File: config.mk
export PLATFORM = sky130hd
export DESIGN_NAME = data_logger
export DESIGN_NICKNAME = d
export VERILOG_FILES = /design/src/rtl/data_logger_pkg.sv /design/src/rtl/sync_fifo.sv /design/src/rtl/data_logger.sv
export SDC_FILE = /design/constraint.sdc
export NUM_CORES = 1
export LEC_CHECK = 0
export BUFFER_PORTS_ARGS = -buffer_cell sky130_fd_sc_hd__buf_2
export CORE_AREA = 10 10 134 136
export DETAILED_ROUTE_END_ITERATION = 8
export DIE_AREA = 0 0 144 146
export HOLD_SLACK_MARGIN = 0.08
export PLACE_DENSITY = 0.82
export SLEW_MARGIN = 5
export SYNTH_ARGS = -nofsm -noshare
export SYNTH_HDL_FRONTEND = slang
export SYNTH_SLANG_ARGS = --single-unit
File: constraint.sdc
create_clock -name clk -period 8.47 [get_ports clk]
set_input_delay 0.847 -clock clk [delete_from_list [all_inputs] [get_ports clk]]
set_output_delay 0.847 -clock clk [all_outputs]
set_load 0.01 [all_outputs]
File: src/rtl/data_logger_pkg.sv
// rtl/data_logger_pkg.sv - shared mode constants and record sizing for the data logger
package data_logger_pkg;

    localparam logic MODE_AVG  = 1'b0;
    localparam logic MODE_PASS = 1'b1;

    function automatic int rec_width(input int num_ch, input int data_w);
        return $clog2(num_ch) + data_w;
    endfunction

endpackage

File: src/rtl/sync_fifo.sv
// rtl/sync_fifo.sv - first-word-fall-through record FIFO with synchronous flush
module sync_fifo #(
    parameter int WIDTH = 10,
    parameter int DEPTH = 16
) (
    input  logic                       clk,
    input  logic                       rst_n,
    input  logic                       clear,
    input  logic                       push,
    input  logic [WIDTH-1:0]           wdata,
    input  logic                       pop,
    output logic [WIDTH-1:0]           rdata,
    output logic                       full,
    output logic                       empty,
    output logic [$clog2(DEPTH+1)-1:0] level
);

    localparam int AW = $clog2(DEPTH);
    localparam int LW = $clog2(DEPTH + 1);

    logic [WIDTH-1:0] mem [DEPTH];
    logic [AW-1:0]    wptr;
    logic [AW-1:0]    rptr;
    logic             do_push;
    logic             do_pop;

    assign full    = (level == LW'(DEPTH));
    assign empty   = (level == '0);
    assign rdata   = mem[rptr];
    // An empty FIFO never pops, so push+pop on empty is a plain push.
    assign do_pop  = pop && !empty;
    assign do_push = push && (!full || do_pop);

    always_ff @(posedge clk) begin
        if (do_push && !clear) begin
            mem[wptr] <= wdata;
        end
    end

    always_ff @(posedge clk or negedge rst_n) begin
        if (!rst_n) begin
            wptr  <= '0;
            rptr  <= '0;
            level <= '0;
        end else if (clear) begin
            wptr  <= '0;
            rptr  <= '0;
            level <= '0;
        end else begin
            if (do_push) begin
                wptr <= wptr + AW'(1);
            end
            if (do_pop) begin
                rptr <= rptr + AW'(1);
            end
            case ({do_push, do_pop})
                2'b10:   level <= level + LW'(1);
                2'b01:   level <= level - LW'(1);
                default: level <= level;
            endcase
        end
    end

endmodule

File: src/rtl/data_logger.sv
// rtl/data_logger.sv - per-channel sample averager/pass-through feeding a record FIFO
module data_logger
    import data_logger_pkg::*;
#(
    parameter int DATA_W   = 8,
    parameter int NUM_CH   = 4,
    parameter int DEPTH    = 16,
    parameter int AVG_LOG2 = 2
) (
    input  logic                                clk,
    input  logic                                rst_n,
    input  logic                                enable,
    input  logic                                mode,
    input  logic                                clear,
    input  logic                                in_valid,
    input  logic [$clog2(NUM_CH)-1:0]           in_ch,
    input  logic [DATA_W-1:0]                   in_data,
    output logic                                out_valid,
    input  logic                                out_ready,
    output logic [rec_width(NUM_CH, DATA_W)-1:0] out_data,
    output logic [$clog2(DEPTH+1)-1:0]          level,
    output logic                                overflow
);

    localparam int CH_W  = $clog2(NUM_CH);
    localparam int REC_W = rec_width(NUM_CH, DATA_W);
    localparam int ACC_W = DATA_W + AVG_LOG2;
    // A zero-width counter is not legal; with AVG_LOG2=0 every sample closes its window.
    localparam int CNT_W = (AVG_LOG2 > 0) ? AVG_LOG2 : 1;
    localparam logic [CNT_W-1:0] LAST_CNT = CNT_W'((1 << AVG_LOG2) - 1);
    localparam logic [CH_W:0]    NUM_CH_L = (CH_W + 1)'(NUM_CH);

    logic [ACC_W-1:0] acc [NUM_CH];
    logic [CNT_W-1:0] cnt [NUM_CH];
    logic             mode_q;

    logic             mode_chg;
    logic             accept;
    logic [ACC_W-1:0] cur_acc;
    logic [CNT_W-1:0] cur_cnt;
    logic [ACC_W-1:0] sum;
    logic [ACC_W-1:0] avg;
    logic             win_done;
    logic             push_req;
    logic [DATA_W-1:0] rec_val;
    logic [REC_W-1:0] push_data;
    logic             fifo_full;
    logic             fifo_empty;

    assign mode_chg = (mode != mode_q);
    assign accept   = in_valid && enable && !clear && ({1'b0, in_ch} < NUM_CH_L);

    // The edge that changes mode sees zeroed state, matching the flush it performs.
    assign cur_acc  = mode_chg ? '0 : acc[in_ch];
    assign cur_cnt  = mode_chg ? '0 : cnt[in_ch];
    assign sum      = cur_acc + ACC_W'(in_data);
    assign avg      = sum >> AVG_LOG2;
    assign win_done = (mode == MODE_PASS) || (cur_cnt == LAST_CNT);
    assign push_req = accept && win_done;
    assign rec_val  = (mode == MODE_PASS) ? in_data : avg[DATA_W-1:0];
    assign push_data = {in_ch, rec_val};

    assign out_valid = !fifo_empty;

    always_ff @(posedge clk or negedge rst_n) begin
        if (!rst_n) begin
            mode_q   <= MODE_AVG;
            overflow <= 1'b0;
            for (int i = 0; i < NUM_CH; i++) begin
                acc[i] <= '0;
                cnt[i] <= '0;
            end
        end else begin
            mode_q <= mode;
            if (clear) begin
                overflow <= 1'b0;
                for (int i = 0; i < NUM_CH; i++) begin
                    acc[i] <= '0;
                    cnt[i] <= '0;
                end
            end else begin
                if (mode_chg) begin
                    for (int i = 0; i < NUM_CH; i++) begin
                        acc[i] <= '0;
                        cnt[i] <= '0;
                    end
                end
                if (accept && mode == MODE_AVG) begin
                    if (win_done) begin
                        acc[in_ch] <= '0;
                        cnt[in_ch] <= '0;
                    end else begin
                        acc[in_ch] <= sum;
                        cnt[in_ch] <= cur_cnt + CNT_W'(1);
                    end
                end
                if (push_req && fifo_full && !(out_valid && out_ready)) begin
                    overflow <= 1'b1;
                end
            end
        end
    end

    sync_fifo #(
        .WIDTH (REC_W),
        .DEPTH (DEPTH)
    ) u_fifo (
        .clk   (clk),
        .rst_n (rst_n),
        .clear (clear),
        .push  (push_req),
        .wdata (push_data),
        .pop   (out_ready),
        .rdata (out_data),
        .full  (fifo_full),
        .empty (fifo_empty),
        .level (level)
    );

endmodule

==> results.json <==
{
  "ys_seq_area_share_pct": 65.2,
  "r2r-end": "u_fifo.mem[1][6]",
  "power_density_nw_per_um2": 234,
  "hold_violations": 0,
  "vdd_drop_max_uv": 210,
  "fp.coreArea_sq_um": 15500,
  "firstDrtPassIters": 5,
  "drive_above_1_share_pct": 23.0,
  "worstSkewPairLatency_ns": 0.51,
  "route.detailed.drc": 0,
  "place_congestion": 0.833,
  "synth-warning-count": 0,
  "synth_most_common_cell": "edfxtp_1",
  "numPortBuffers": 33,
  "netlist.area_leader.share_pct": 49.1,
  "clkTransAtPathRegs_ns": 0.06,
  "path_buf_inv": 3,
  "dieArea_sq_um": 21000,
  "std_cell_rows": 46,
  "dp_hpwl_mm": 13.3,
  "final.setup.tns_ns": 0,
  "fin_crit_ns": 4.23,
  "cts-hold-fix-buffers": 0,
  "totalPowerFinal_w": 0.00253,
  "relSlewSlack_pct": 22.9,
  "avgSynthCellArea_sq_um": 15.9,
  "synthTopCellsByArea": "edfxtp_1, dfrtp_1, mux4_2",
  "synthFlopType": "edfxtp_1",
  "cts.sinks": 223,
  "synth_common_cells": "edfxtp_1, dfrtp_1, mux4_2, nor2_1, nand2_1",
  "r2r_start": "mode_q",
  "drt-total-wl_mm": 21.3,
  "hold_ws_ns": 0.487,
  "worst_pin_slew_ns": 1.15,
  "synth-seq-cells": 223,
  "min_to": "acc[39]",
  "setup.worst_path.end_class": "flop",
  "synth_edf_count": 160,
  "critical_path_class": "primary input to flop",
  "cp_slowest_cell": "buf_2",
  "worst-r2r-setup-slack_ns": 4.75,
  "vias": 5710,
  "antenna_found_initial": 0,
  "outcome": "completed",
  "syn_to_final_growth_pct": 10.5,
  "worst-path-max-fanout": 34,
  "grt_util_all_layers_pct": 20.7,
  "post_cts_resize_count": 0,
  "grt_pass1_wl_mm": 33.8,
  "cts_root_buffer": "clkbuf_16",
  "synth_top_area_cell": "edfxtp_1",
  "postCtsSetupBuffers": 0,
  "wl_per_cell_um": 24.7,
  "finalSetupViolCount": 0,
  "grt_max_degree": 64,
  "slowest_delay_ns": 0.60,
  "cts_made_buffers": 22,
  "post-route-period-util_pct": 49.9,
  "rsz0062_at_grt": "false",
  "finClkSkew_ns": 0.0106,
  "cap_violations": 0,
  "synthArstFlopShare_pct": 28.3,
  "htreeDepth": 1,
  "diodes": 0,
  "start_kind": "primary input",
  "synthCells": 617,
  "yosysUniqueCellTypes": 44,
  "min_path_type": "flop to flop",
  "clock_path_buffers": 3,
  "gr-total-overflow": 0,
  "vias_per_cell": 6.62,
  "grt_pass1_vias": 5904,
  "syn_area_sq_um": 9790,
  "required_ns": 8.82,
  "r2r_cells": 10,
  "hold_depth": 2,
  "hp-start": "acc[39]",
  "power_leakage_nw": 3.88,
  "antenna_left": 0,
  "path_cells": "buf_2 -> mux4_2 -> nand2b_1 -> inv_1 -> ha_1 -> nor2_2 -> or3_1 -> nand2_1 -> inv_1 -> ha_1 -> nor2b_1 -> o21a_1 -> nor2_1 -> mux2_2 -> nand2_1 -> a21oi_1",
  "synth_nets": 653,
  "placed_cell_area_sq_um": 10100,
  "critPathTopFamily": "simple AND/OR/NAND/NOR gates",
  "die_y_um": 146,
  "chipWidth_um": 144,
  "cts_tree": "done",
  "drtIter0Drc": 504,
  "post-route-cell-area_sq_um": 10800,
  "timing.fmax_ghz": 0.237,
  "arrival_ns": 4.57,
  "start_util_pct": 63.2,
  "nNetsFinal": 690,
  "finalMaxSlewViolations": 0,
  "io_pins": 34
}
placed cells by master, fill, tap and decap left out, drive strengths merged, types with 2 or more instances in the layout:
cell and instances:
a21o 4, a21oi 17, a22o 4, a22oi 27
a31oi 3, and2 10, buf 42, clkbuf 26
clkinv 9, clkinvlp 4, dfrtp 63, edfxtp 160
fa 2, ha 17, inv 16, mux2 8
mux2i 2, mux4 62, nand2 36, nand2b 4
nand3 2, nand3b 2, nand4 3, nor2 60
nor2b 15, nor3 10, nor3b 2, o21a 4
o21ai 18, o31ai 6, or2 2, or3 4
or4 2, xnor2 7, xor2 9
state kept, by name, summed over array words and instances, names as in the netlist:
name / cells
u_fifo.mem: 160
acc: 40
cnt: 8
u_fifo.level: 5
u_fifo.rptr: 4
u_fifo.wptr: 4
mode_q: 1
overflow: 1
cell type report:
type                    count  area, sq um
fillers                   992         4670
inverters                  16         60.1
clock buffers              26          566
well taps                 192          240
multi-input cells         349         3230
flip-flops and latches    223         6380
clock inverters            14          105
repair buffers             42          233
layer usage:
layer / global-route usage, % / vias up / part of all wire (%)
li1: - / 2456 / -
met5: 0 / - / 0
met4: 8.68 / 0 / 3.9
met1: 28.1 / 2880 / 40
met2: 32.2 / 305 / 49
met3: 4.05 / 69 / 7.3
logic make-up (layout without fill, tap and decap cells):
logic type	Yosys count	after routing	synth area share (%)
xor+xnor	16	16	1.43
fa+ha+maj	19	19	2.58
compound gates	87	87	5.79
buf+inv	45	98	1.93
flops	223	223	65.2
simple gates	155	155	7.69
mux	72	72	15.4
where the power goes:
part | switching (W) | total, W | internal (W)
clock network | 0.000389 | 0.000898 | 0.000509
logic | 0.000201 | 0.000402 | 0.000201
registers | 0.0000395 | 0.00123 | 0.00119
total | 0.000629 | 0.00253 | 0.00190
worst register-to-register path: stages, from the launching register on:
cell      delay, ns
dfrtp_1        0.40
xor2_1         0.16
buf_4          0.23
nand2b_1       0.25
inv_1          0.09
ha_1           0.29
nor2_2         0.08
nor3_1         0.38
and2_1         0.38
nor3b_1        0.44
and2_1         0.65
stage by stage:
stage | worst slack, ns | std cells | utilization, %
floorplan | 4.40 | 617 | -
global placement | 3.99 | 822 | 65.5
detailed placement | 3.79 | 822 | 65.5
CTS | 4.27 | 862 | 69.9
global route | 3.98 | 862 | 69.9
finish | 4.24 | 862 | 69.9
how the worst max path moves through the flow:
stage	start	to	slack (ns)	depth (start not counted)
after floorplan	in_ch[1]	u_fifo.mem[0][4]	4.40	11
after global routing	in_ch[0]	u_fifo.mem[1][5]	3.98	10
after global placement	in_ch[0]	u_fifo.level[4]	3.99	16
after detailed placement	in_ch[0]	u_fifo.level[4]	3.79	16
final	in_ch[0]	u_fifo.level[4]	4.24	16
after CTS	in_ch[0]	u_fifo.level[4]	4.27	16
No activity file was read; power rests on OpenSTA's default activity.
